==> src/rtl/alarm_pkg.sv <==
// ============================================================
// alarm_pkg: state encoding and timer sizing for alarm_zone_ctrl
// Rev 1.0
// ============================================================
`default_nettype none

package alarm_pkg;

  typedef enum logic [2:0] {
    DISARMED    = 3'b000,
    EXIT_DELAY  = 3'b001,
    ARMED       = 3'b010,
    ENTRY_DELAY = 3'b011,
    ALARM       = 3'b100
  } alarm_state_t;

  localparam int c_STATE_W = 3;

  // Width needed to hold the largest of the three reload values.
  function automatic int cnt_width(input int a, input int b, input int c);
    int m;
    m = a;
    if (b > m) m = b;
    if (c > m) m = c;
    return $clog2(m + 1);
  endfunction

endpackage

`default_nettype wire

==> src/rtl/tick_countdown.sv <==
// ============================================================
// tick_countdown: loadable down-counter advanced by a tick strobe
// Rev 1.0
// ============================================================
`default_nettype none

module tick_countdown #(
  parameter int WIDTH = 5
) (
  input  logic             clk,
  input  logic             rst,
  input  logic             load,
  input  logic [WIDTH-1:0] value,
  input  logic             tick,
  output logic [WIDTH-1:0] count,
  output logic             done
);

  logic [WIDTH-1:0] r_count;

  // A load wins over a tick in the same cycle, and zero never wraps.
  always_ff @(posedge clk) begin
    if (rst) begin
      r_count <= '0;
    end else if (load) begin
      r_count <= value;
    end else if (tick && (r_count != '0)) begin
      r_count <= r_count - 1'b1;
    end
  end

  assign count = r_count;
  assign done  = tick && (r_count == WIDTH'(1));

endmodule

`default_nettype wire

==> src/rtl/alarm_zone_ctrl.sv <==
// ============================================================
// alarm_zone_ctrl: multi-zone intrusion alarm with exit/entry delays
// Rev 1.0
// ============================================================
`default_nettype none

module alarm_zone_ctrl
  import alarm_pkg::*;
#(
  parameter int                 N_ZONES      = 4,
  parameter int                 EXIT_TICKS   = 10,
  parameter int                 ENTRY_TICKS  = 5,
  parameter int                 SIREN_TICKS  = 30,
  parameter logic [N_ZONES-1:0] INSTANT_MASK = N_ZONES'(1),
  localparam int                CNT_W        = cnt_width(EXIT_TICKS, ENTRY_TICKS, SIREN_TICKS)
) (
  input  logic                 clk,
  input  logic                 rst,
  input  logic                 tick,
  input  logic                 arm,
  input  logic                 disarm,
  input  logic [N_ZONES-1:0]   zone_en,
  input  logic [N_ZONES-1:0]   sensor,
  output logic                 alarm,
  output logic [c_STATE_W-1:0] state,
  output logic [CNT_W-1:0]     countdown,
  output logic [N_ZONES-1:0]   latched_zones,
  output logic                 arm_err
);

  localparam logic [CNT_W-1:0] c_EXIT  = CNT_W'(EXIT_TICKS);
  localparam logic [CNT_W-1:0] c_ENTRY = CNT_W'(ENTRY_TICKS);
  localparam logic [CNT_W-1:0] c_SIREN = CNT_W'(SIREN_TICKS);

  alarm_state_t       r_state;
  alarm_state_t       w_next;
  logic [N_ZONES-1:0] r_latched;
  logic [N_ZONES-1:0] w_latched;
  logic [N_ZONES-1:0] w_viol;
  logic [N_ZONES-1:0] w_inst;
  logic               r_arm_err;
  logic               w_arm_err;
  logic               w_load;
  logic [CNT_W-1:0]   w_load_val;
  logic [CNT_W-1:0]   w_count;
  logic               w_done;

  assign w_viol = sensor & zone_en;
  assign w_inst = w_viol & INSTANT_MASK;

  tick_countdown #(
    .WIDTH(CNT_W)
  ) u_timer (
    .clk   (clk),
    .rst   (rst),
    .load  (w_load),
    .value (w_load_val),
    .tick  (tick),
    .count (w_count),
    .done  (w_done)
  );

  always_ff @(posedge clk) begin
    if (rst) begin
      r_state   <= DISARMED;
      r_latched <= '0;
      r_arm_err <= 1'b0;
    end else begin
      r_state   <= w_next;
      r_latched <= w_latched;
      r_arm_err <= w_arm_err;
    end
  end

  // Every state change reloads the timer (value 0 unless a delay starts).
  always_comb begin
    w_next     = r_state;
    w_latched  = r_latched;
    w_arm_err  = 1'b0;
    w_load     = 1'b0;
    w_load_val = '0;
    case (r_state)
      DISARMED: begin
        if (arm) begin
          if (w_viol == '0) begin
            w_next     = EXIT_DELAY;
            w_load     = 1'b1;
            w_load_val = c_EXIT;
            w_latched  = '0;
          end else begin
            w_arm_err  = 1'b1;
          end
        end
      end
      EXIT_DELAY: begin
        if (disarm) begin
          w_next = DISARMED;
          w_load = 1'b1;
        end else if (w_done) begin
          w_next = ARMED;
          w_load = 1'b1;
        end
      end
      ARMED: begin
        if (disarm) begin
          w_next = DISARMED;
          w_load = 1'b1;
        end else if (w_inst != '0) begin
          w_next     = ALARM;
          w_load     = 1'b1;
          w_load_val = c_SIREN;
          w_latched  = r_latched | w_viol;
        end else if (w_viol != '0) begin
          w_next     = ENTRY_DELAY;
          w_load     = 1'b1;
          w_load_val = c_ENTRY;
          w_latched  = r_latched | w_viol;
        end
      end
      ENTRY_DELAY: begin
        w_latched = r_latched | w_viol;
        if (disarm) begin
          w_next = DISARMED;
          w_load = 1'b1;
        end else if ((w_inst != '0) || w_done) begin
          w_next     = ALARM;
          w_load     = 1'b1;
          w_load_val = c_SIREN;
        end
      end
      ALARM: begin
        w_latched = r_latched | w_viol;
        if (disarm) begin
          w_next = DISARMED;
          w_load = 1'b1;
        end else if (w_done) begin
          w_next = ARMED;
          w_load = 1'b1;
        end
      end
      default: begin
        w_next = DISARMED;
        w_load = 1'b1;
      end
    endcase
  end

  assign alarm         = (r_state == ALARM);
  assign state         = r_state;
  assign countdown     = w_count;
  assign latched_zones = r_latched;
  assign arm_err       = r_arm_err;

endmodule

`default_nettype wire
==> config.mk <==
export PLATFORM = sky130hd
export DESIGN_NAME = alarm_zone_ctrl
export DESIGN_NICKNAME = d
export VERILOG_FILES = /design/src/rtl/alarm_pkg.sv /design/src/rtl/tick_countdown.sv /design/src/rtl/alarm_zone_ctrl.sv
export SDC_FILE = /design/constraint.sdc
export NUM_CORES = 1
export LEC_CHECK = 0
export ABC_AREA = 1
export CORE_UTILIZATION = 40
export CTS_BUF_LIST = sky130_fd_sc_hd__clkbuf_4 sky130_fd_sc_hd__clkbuf_8 sky130_fd_sc_hd__clkbuf_16
export DETAILED_ROUTE_END_ITERATION = 8
export HOLD_SLACK_MARGIN = 0.06
export PLACE_DENSITY_LB_ADDON = 0.3
export SKIP_LAST_GASP = 1
export SYNTH_ARGS = -nofsm -noshare
export SYNTH_HDL_FRONTEND = slang
export SYNTH_SLANG_ARGS = --single-unit
==> constraint.sdc <==
create_clock -name clk -period 2.3 [get_ports clk]
set_input_delay 0.575 -clock clk [delete_from_list [all_inputs] [get_ports clk]]
set_output_delay 0.575 -clock clk [all_outputs]
set_load 0.005 [all_outputs]
==> results.cfg <==
[worst_setup_path]
crit_path_cell_trace = nor2_1 -> inv_1 -> nor2_1 -> clkdlybuf4s50_1
rr_worst_depth = 13
cp.arrival_ns = 1.56
worst-path-max-fanout = 7
worstSetupEndpointType = output pin
required_ns = 1.73
regToRegEndpoint = u_timer.count[3]
path_class = reg -> out
max_stage_delay_ns = 0.50
crit_family = buffers and inverters
slowest_stage = clkdlybuf4s50_1
startpoint_type = register
crit_top_cell = nor2_1
rr_startpoint = u_timer.count[1]
rrSetupSlack_ns = 0.69
crit_buf_inv = 2

[floorplanning]
dieArea_um2 = 2400
start_util_pct = 43.7
die_w_um = 49.0
die_h_um = 49.0
pin_count = 27
rows = 16
core-area_um2 = 2020

[clocking]
htreeDepth = 1
tritoncts = done
cts-root-buf = clkbuf_4
clock_sink_count = 13
holdBufCountCts = 0
cts_setup_buffers = 0
worstSkewPairLatency_ns = 0.29
post_cts_resized = 0
clkTransAtPathRegs_ns = 0.09
cts_made_buffers = 3
clock_path_buffers = 2

[min_path]
whs_path_depth = 1
min_to = latched_zones[0]
worstHoldStart = latched_zones[0]
hp-class = reg -> reg

[timing]
layout_setup_ws_ns = 0.168
setup_viol = 0
tightest_slew_ns = 0.366
max_freq_mhz = 469
period_needed_ns = 2.13
min_period_over_period_pct = 92.7
rsz0062_at_grt = no
finalMaxSlewViolations = 0
final.setup_skew_ns = 0.0108
slew_headroom_pct = 75.4
hold_viol_final = 0
whs_ns = 0.483
fin_tns_setup_ns = 0

[drt]
routed.top_layer = met4
ant_nets = 0
met3WireLength_um = 168
wl_per_cell_um = 11.3
vias = 982
wl_met1_um = 881
totalWireLength_um = 2200
wl_met2_um = 1120
initialDrtViolationCount = 44
firstDrtPassIters = 4
post_drt_via_cell_ratio = 5.04
drc = 0

[placed_design]
dp_hpwl_um = 1730
place_ws_ns = 0.190
portBuffers = 26
place_congestion = 0.910
place_area_um2 = 1170

[synth]
synth_area_leaders = dfxtp_1, nand2_1, nor2_1
synth_top_area_cell = dfxtp_1
syn-num-nets = 155
syn_inst = 139
ys_warn_count = 0
synth-seq-cells = 13
ys_types = 24
ys_seq_area_share_pct = 29.5
syn_avg_cell_area_um2 = 6.36
syn_area_um2 = 883
synth_top_cell_area_share_pct = 29.5

[power_and_ir_drop]
p_leak_nw = 0.555
power_w = 0.00154
vdd_drop_max_mv = 0.662
p_per_area_nw_per_um2 = 1290

[grt]
grt-ovfl-total = 0
antenna_found_initial = 0
grt_pass1_wl_um = 3550
grt_max_degree = 15
grtUsageTotal_pct = 19.2
grt_pass1_vias = 833

[layout]
synthToLayoutAreaGrowth_pct = 35.4
layout-drive-gt1-share_pct = 8.93
design_area_um2 = 1200
final_common_cell = nand2_1
diodes = 0
nNetsFinal = 185
mostFrequentLayoutCells = nand2_1, clkdlybuf4s50_1, nor2_1

[run_status]
status = complete, no violations

[flow_run]
cap_violations = 0
-- cell type report --
type                            count  area, µm²
Fill cell                         195        826
Multi-Input combinational cell    109        552
Sequential cell                    13        260
Timing Repair Buffer               26        260
Inverter                           16       60.1
Tap cell                           27       33.8
Clock buffer                        4       30.0
-- flip-flops by register name, indices dropped and copies added (netlist names) --
signal and cells:
u_timer.count 5, arm_err 1, latched_zones 4, state 3
-- stage by stage --
stage	util [%]	std cells
6_report	59.2	195
5_1_grt	59.2	195
4_1_cts	59.2	195
3_5_place_dp	57.7	191
3_3_place_gp	57.7	191
2_1_floorplan	-	139
-- logic make-up after synthesis --
kind of cell / synth area share [%]
fa+ha+maj: 4.25
xor+xnor: 3.97
simple gates: 41.6
flops: 29.5
buf+inv: 8.07
compound gates: 12.6
-- routing by layer --
layer,track usage [%],up-vias
met1,22.1,430
met5,0,-
li1,-,502
met3,4.05,5
met4,9.80,0
met2,33.1,45
-- worst max path at each step --
stage	from	end	slack, ns	cells after the start
after detailed placement	zone_en[0]	u_timer.count[2]	0.19	10
after global routing	state[1]	alarm	0.07	4
after CTS	state[1]	alarm	0.17	4
after global placement	sensor[0]	u_timer.count[2]	0.21	11
final	state[1]	alarm	0.17	4
after floorplan	sensor[0]	u_timer.count[2]	0.79	10
-- Yosys cell counts (all sizes together) --
| library cell | number |
|---|---|
| o21a | 4 |
| a31oi | 1 |
| nand2 | 41 |
| xnor2 | 1 |
| a21oi | 4 |
| o31ai | 1 |
| nor3 | 3 |
| xor2 | 3 |
| nand3 | 13 |
| dfxtp | 13 |
| o21ai | 8 |
| buf | 1 |
| nand4 | 1 |
| ha | 3 |
| inv | 16 |
| nor2 | 26 |
-- worst register-to-register path, delay by kind of cell (launching register included) --
family,cells,cell delay [ns]
buffers and inverters,3,0.25
flip-flops,1,0.32
adder cells (fa/ha/maj),1,0.17
AND/OR/NAND/NOR,9,0.76
-- where the power goes --
part           internal [W]  switching, W  total, W
logic              0.000427      0.000573   0.00100
registers          0.000305     0.0000791  0.000384
clock network     0.0000792     0.0000789  0.000158
Power figures use the tool's default switching activity.
